--- src/rtl/i2c_master_seq.sv ---
// Byte sequencer for the I2C master bit FSM: host write buffer, SCL divider with
// mid-phase strobes, bit/byte serving to the FSM, and completion/NACK reporting.
module i2c_master_seq #(
  parameter int CLK_DIV = 250,
  parameter int DEPTH   = 4,
  parameter int PTR_W   = 2
) (
  input  logic             clock,
  input  logic             reset,
  input  logic             wr_valid,
  input  logic [7:0]       wr_data,
  output logic             wr_ready,
  input  logic             go,
  output logic             busy,
  output logic             done,
  output logic             nack,
  output logic [PTR_W:0]   sent,
  output logic             start,
  output logic             scl_clk,
  output logic             cl_low,
  output logic             cl_high,
  output logic             msg_bit,
  output logic             last_bit,
  output logic             last_msg,
  input  logic             inc_bit,
  input  logic             inc_msg,
  input  logic             reading_sda,
  input  logic             sda_in,
  input  logic             fsm_idle
);

  localparam int DIV_W = (CLK_DIV > 1) ? $clog2(CLK_DIV) : 1;
  localparam logic [DIV_W-1:0] DIV_MAX = DIV_W'(CLK_DIV - 1);
  localparam logic [DIV_W-1:0] DIV_MID = DIV_W'(CLK_DIV / 2 - 1);

  typedef enum logic [2:0] {
    ST_IDLE       = 3'd0,
    ST_ARM        = 3'd1,
    ST_WAIT_LEAVE = 3'd2,
    ST_RUN        = 3'd3,
    ST_DONE       = 3'd4
  } state_t;

  state_t             state_r, state_s;
  logic [7:0]         mem_r [DEPTH];
  logic [PTR_W:0]     count_r, count_s;
  logic [2:0]         bit_idx_r;
  logic [PTR_W-1:0]   msg_idx_r;
  logic [PTR_W:0]     sent_r;
  logic               nack_r, ack_pend_r, ack_sample_s, track_s;
  logic               wr_ready_r, busy_r, done_r, start_r;
  logic               div_en_r, div_en_s;
  logic [DIV_W-1:0]   div_cnt_r, div_cnt_s;
  logic               scl_r, scl_s, cl_low_r, cl_low_s, cl_high_r, cl_high_s;

  assign wr_ready = wr_ready_r;
  assign busy     = busy_r;
  assign done     = done_r;
  assign start    = start_r;
  assign nack     = nack_r;
  assign sent     = sent_r;
  assign scl_clk  = scl_r;
  assign cl_low   = cl_low_r;
  assign cl_high  = cl_high_r;

  assign msg_bit  = mem_r[msg_idx_r][3'd7 - bit_idx_r];
  assign last_bit = (bit_idx_r == 3'd7);
  assign last_msg = ({1'b0, msg_idx_r} == (count_r - (PTR_W+1)'(1)));

  assign track_s      = (state_r == ST_WAIT_LEAVE) || (state_r == ST_RUN);
  assign ack_sample_s = cl_high_r && reading_sda && ack_pend_r;

  // Controller next-state decode.
  always_comb begin
    state_s = state_r;
    case (state_r)
      ST_IDLE: begin
        if (go && (count_r != (PTR_W+1)'(0))) state_s = ST_ARM;
        else                                  state_s = ST_IDLE;
      end
      ST_ARM:  state_s = ST_WAIT_LEAVE;
      ST_WAIT_LEAVE: begin
        if (!fsm_idle) state_s = ST_RUN;
        else           state_s = ST_WAIT_LEAVE;
      end
      ST_RUN: begin
        if (fsm_idle) state_s = ST_DONE;
        else          state_s = ST_RUN;
      end
      ST_DONE: state_s = ST_IDLE;
      default: state_s = ST_IDLE;
    endcase
  end

  // Buffer fill level: grows on accepted writes, emptied when a transaction ends.
  always_comb begin
    count_s = count_r;
    case (state_r)
      ST_IDLE: begin
        if (wr_valid && wr_ready_r) count_s = count_r + (PTR_W+1)'(1);
        else                        count_s = count_r;
      end
      ST_DONE: count_s = (PTR_W+1)'(0);
      default: count_s = count_r;
    endcase
  end

  // SCL divider; a fresh enable always begins with a full high half-period.
  always_comb begin
    div_en_s  = div_en_r;
    div_cnt_s = DIV_W'(0);
    scl_s     = 1'b1;
    if (state_r == ST_ARM)       div_en_s = 1'b1;
    else if (state_r == ST_DONE) div_en_s = 1'b0;
    else                         div_en_s = div_en_r;
    if (div_en_s && div_en_r) begin
      if (div_cnt_r == DIV_MAX) begin
        div_cnt_s = DIV_W'(0);
        scl_s     = ~scl_r;
      end else begin
        div_cnt_s = div_cnt_r + DIV_W'(1);
        scl_s     = scl_r;
      end
    end else begin
      div_cnt_s = DIV_W'(0);
      scl_s     = 1'b1;
    end
    cl_high_s = div_en_s && (div_cnt_s == DIV_MID) && scl_s;
    cl_low_s  = div_en_s && (div_cnt_s == DIV_MID) && !scl_s;
  end

  // Controller state, host-facing flags and divider registers.
  always_ff @(posedge clock) begin
    if (reset) begin
      state_r    <= ST_IDLE;
      count_r    <= (PTR_W+1)'(0);
      wr_ready_r <= 1'b1;
      busy_r     <= 1'b0;
      done_r     <= 1'b0;
      start_r    <= 1'b0;
      div_en_r   <= 1'b0;
      div_cnt_r  <= DIV_W'(0);
      scl_r      <= 1'b1;
      cl_low_r   <= 1'b0;
      cl_high_r  <= 1'b0;
    end else begin
      state_r    <= state_s;
      count_r    <= count_s;
      wr_ready_r <= (state_s == ST_IDLE) && (count_s < (PTR_W+1)'(DEPTH));
      busy_r     <= (state_s != ST_IDLE);
      done_r     <= (state_s == ST_DONE);
      start_r    <= (state_s == ST_ARM);
      div_en_r   <= div_en_s;
      div_cnt_r  <= div_cnt_s;
      scl_r      <= scl_s;
      cl_low_r   <= cl_low_s;
      cl_high_r  <= cl_high_s;
    end
  end

  // Byte storage; only entries below count are ever presented.
  always_ff @(posedge clock) begin
    if (wr_valid && wr_ready_r && !reset) mem_r[count_r[PTR_W-1:0]] <= wr_data;
  end

  // Bit/byte pointers and ACK bookkeeping driven by the FSM strobes.
  always_ff @(posedge clock) begin
    if (reset) begin
      bit_idx_r  <= 3'd0;
      msg_idx_r  <= PTR_W'(0);
      sent_r     <= (PTR_W+1)'(0);
      nack_r     <= 1'b0;
      ack_pend_r <= 1'b0;
    end else if (state_r == ST_ARM) begin
      bit_idx_r  <= 3'd0;
      msg_idx_r  <= PTR_W'(0);
      sent_r     <= (PTR_W+1)'(0);
      nack_r     <= 1'b0;
      ack_pend_r <= 1'b0;
    end else begin
      if (track_s && inc_bit) bit_idx_r <= bit_idx_r + 3'd1;
      if (track_s && inc_msg) begin
        sent_r <= sent_r + (PTR_W+1)'(1);
        // Hold on the final byte so late strobes cannot step past the data.
        if ({1'b0, msg_idx_r} != (count_r - (PTR_W+1)'(1))) msg_idx_r <= msg_idx_r + PTR_W'(1);
      end
      if (track_s && inc_bit)  ack_pend_r <= 1'b1;
      else if (ack_sample_s)   ack_pend_r <= 1'b0;
      if (ack_sample_s && sda_in) nack_r <= 1'b1;
    end
  end

endmodule

--- config.mk ---
export PLATFORM = sky130hd
export DESIGN_NAME = i2c_master_seq
export DESIGN_NICKNAME = d
export VERILOG_FILES = /design/src/rtl/i2c_master_seq.sv
export SDC_FILE = /design/constraint.sdc
export NUM_CORES = 1
export LEC_CHECK = 0
export CAP_MARGIN = 20
export CORE_ASPECT_RATIO = 0.5
export CORE_MARGIN = 5
export CORE_UTILIZATION = 32
export CTS_BUF_LIST = sky130_fd_sc_hd__clkbuf_8
export CTS_CLUSTER_DIAMETER = 40
export DETAILED_ROUTE_END_ITERATION = 7
export DONT_BUFFER_PORTS = 1
export SLEW_MARGIN = 20
export SYNTH_ARGS = -nofsm -noshare
export SYNTH_HDL_FRONTEND = slang
export SYNTH_SLANG_ARGS = --single-unit
--- constraint.sdc ---
create_clock -name clock -period 2.2 [get_ports clock]
set_input_delay 0.33 -clock clock [delete_from_list [all_inputs] [get_ports clock]]
set_output_delay 0.33 -clock clock [all_outputs]
set_load 0.005 [all_outputs]
==> reports/qor.yml <==
floorplanning:
  start_util: 0.324
  dieArea_mm2: 0.0108
  coreArea_mm2: 0.00859
  io_pins: 31
  core.rowCount: 24
  dieHeight_um: 76.0
  die_w_um: 142
final_layout:
  drive_above_1_share: 0.111
  fin_area_mm2: 0.00308
  nFillCells: 852
  diodes: 0
  nets: 266
  areaGrowthSynthToFinish_pct: 10.7
  final_cells: 361
drt:
  wl_met3_um: 266
  top_layer: "met4"
  avgRoutedWirePerCell_um: 13.8
  drtAntennaViolNets: 0
  avgViaCountPerCell: 4.75
  first_pass_iters: 4
  drc: 0
  drt-met1-wl_um: 2110
  wirelength_um: 4970
  route.met2.wl_um: 2500
  vias: 1714
  drt-initial-drc-count: 102
clocking:
  clockRootBuffer: "clkbuf_8"
  htreeDepth: 3
  max-clock-path-buffers: 2
  ctsHoldBuffers: 0
  clk_latency_ps: 340
  cts_setup_buffers: 0
  cts_sinks: 66
  clk_pin_slew_ps: 70
  cts_buffers: 9
  cts_tree: "yes"
  cts.repair.resized: 0
power:
  p_total_mw: 2.54
  sw_frac_of_total: 0.238
  p_leak_nw: 1.02
  vdd_drop_max_mv: 0.231
  seqPwrFrac: 0.542
  internal-power_mw: 1.93
  p_sw_mw: 0.603
  clockPowerShare: 0.386
  pwr_density_cell_mw_per_mm2: 823
  p_comb_frac: 0.072
timing:
  rsz0062_at_grt: "no"
  fin_crit_ps: 2080
  slew_headroom: 0.691
  timing_worst_slew_pin_value_ps: 459
  hold_violations: 0
  max_freq_mhz: 482
  period_share: 0.944
  tns_ps: 0
  setup_violations: 0
  fin_skew_ps: 8.26
  maxSlewViolCount: 0
logic_synthesis:
  yosysUniqueCellTypes: 51
  yosys-top-cells-area: "edfxtp_1 (35%), dfxtp_1 (24%), mux2i_1 (4.7%)"
  ys.warnings.count: 0
  yosys.area.top_type: "edfxtp_1"
  yosys.area.top_type_share: 0.345
  synthCells: 233
  netlist_area_mm2: 0.00278
  syn_area_per_cell_um2: 11.9
  ys_seq_area_frac: 0.590
  syn_nets: 260
  ys_ff_latch: 66
worst_setup_path:
  critical_path.startpoint_type: "flop"
  cp_data_required_time_ps: 1870
  crit_path_max_fanout: 11
  path_class: "reg -> out"
  crit_path_end_kind: "primary output"
  critPathArrivalTime_ps: 1750
grt:
  track_usage: 0.0979
  gr-total-overflow: 0
  grt_pass1_wl_um: 8240
  grt_max_degree: 14
  grt_pass1_vias: 1738
  antenna_found_initial: 0
place:
  dp.cells: 345
  place_hpwl_um: 3660
  io_buffers: 0
  place_congestion: 0.750
  dpl-instance-area_mm2: 0.00288
run:
  cap_violations: 0
outcome:
  outcome: "completed"
min_path:
  hold_path_class: "in -> reg"
[power by group through the flow]
| stage | registers (mW) | clock network [mW] | logic, mW |
|---|---|---|---|
| 3_3_place_gp | 1.40 | 0 | 0.178 |
| 6_report | 1.38 | 0.978 | 0.182 |
| 5_1_grt | 1.38 | 1.06 | 0.206 |
| 2_1_floorplan | 1.39 | 0 | 0.151 |
| 4_1_cts | 1.38 | 1.01 | 0.185 |
| 3_5_place_dp | 1.40 | 0 | 0.184 |
[cells in the final DEF (no fill, tap or decap), drive strengths merged, types with 2 or more instances in the layout]
cell / count
a211oi: 6
a21oi: 7
a221oi: 2
a22oi: 3
and2: 5
and2b: 5
and3: 2
and4b: 2
buf: 2
clkbuf: 9
clkinv: 4
dfxtp: 34
edfxtp: 32
ha: 10
inv: 6
mux2i: 13
nand2: 17
nand3: 7
nand4: 2
nand4b: 2
nor2: 28
nor2b: 4
nor3: 4
o21ai: 5
or3: 2
xnor2: 7
xor2: 8
[layer usage]
metal,vias up,GRT usage
li1,858,-
met1,828,0.102
met2,17,0.167
met3,11,0.0465
met4,0,0.0460
met5,-,0
[registers in the layout (all words and copies together), names as in the netlist, 2 cells and up, named ones only]
| name | cells |
|---|---|
| div_cnt_r | 8 |
| state_r | 3 |
| mem_r | 32 |
| bit_idx_r | 3 |
| msg_idx_r | 2 |
| count_r | 3 |
| sent | 3 |
[worst max-delay path, stage by stage, from the launching register on]
cell	delay, ps
dfxtp_1	380
buf_6	180
mux2i_1	250
a22oi_1	120
nand4b_1	100
o22ai_1	80
a211o_1	310
[layout make-up]
class | instances | area [um2] | share of cell area
sequential | 66 | 1640 | 0.533
clock inverter | 7 | 68.8 | 0.0223
multi-input combinational | 155 | 1060 | 0.344
tap | 117 | 146 | 0.0475
timing repair buffer | 2 | 18.8 | 0.00609
clock buffer | 9 | 124 | 0.0402
inverter | 5 | 18.8 | 0.00609
[through the flow]
step                utilization  hold slack, ps  worst slack, ps
floorplan                     -             429              569
global placement          0.336             405              453
detailed placement        0.336             405              451
CTS                       0.358            30.6             65.1
global route              0.359            30.3             7.41
finish                    0.359            55.2              124
[kinds of logic after synthesis]
logic type,after synthesis,share of synthesized area
and+or+nand+nor,83,0.156
DFF,66,0.590
AOI/OAI and AO/OA,34,0.0859
xor gates and xnor gates,15,0.0472
muxes,13,0.0467
buffers and inverters,12,0.0292
adders and majority gates,10,0.0449
[worst paths after layout]
kind,start,to,slack (ps),cells after the start
setup / recovery,flop,msg_bit,120,6
hold / removal,reset,count_r[1],60,1
setup reg to reg,count_r[0],msg_idx_r[1],470,7
hold reg to reg,ack_pend_r,ack_pend_r,480,2
[synth_stat cells (all sizes together)]
| library cell | instances |
|---|---|
| nand4 | 2 |
| o22ai | 1 |
| nor4b | 1 |
| ha | 10 |
| a211o | 1 |
| o21ai | 5 |
| clkbuf | 2 |
| o311a | 1 |
| o31ai | 1 |
| mux2i | 13 |
| nand4b | 2 |
| or3 | 2 |
| a21o | 1 |
| nor2b | 4 |
| nand3 | 7 |
| and3 | 2 |
| a41oi | 1 |
| inv | 5 |
| nor2 | 28 |
| a32oi | 1 |
| and2b | 5 |
| xor2 | 8 |
| nand2 | 17 |
| a311o | 1 |
| edfxtp | 32 |
| buf | 5 |
| a31oi | 1 |
| a22oi | 3 |
| o311ai | 1 |
| a21oi | 7 |
| nor3 | 4 |
| nor4 | 1 |
| a211oi | 6 |
| and4b | 2 |
| xnor2 | 7 |
| dfxtp | 34 |
| o21a | 1 |
| and2 | 5 |
| a221oi | 2 |
| nand2b | 1 |
Power figures use the tool's default switching activity.
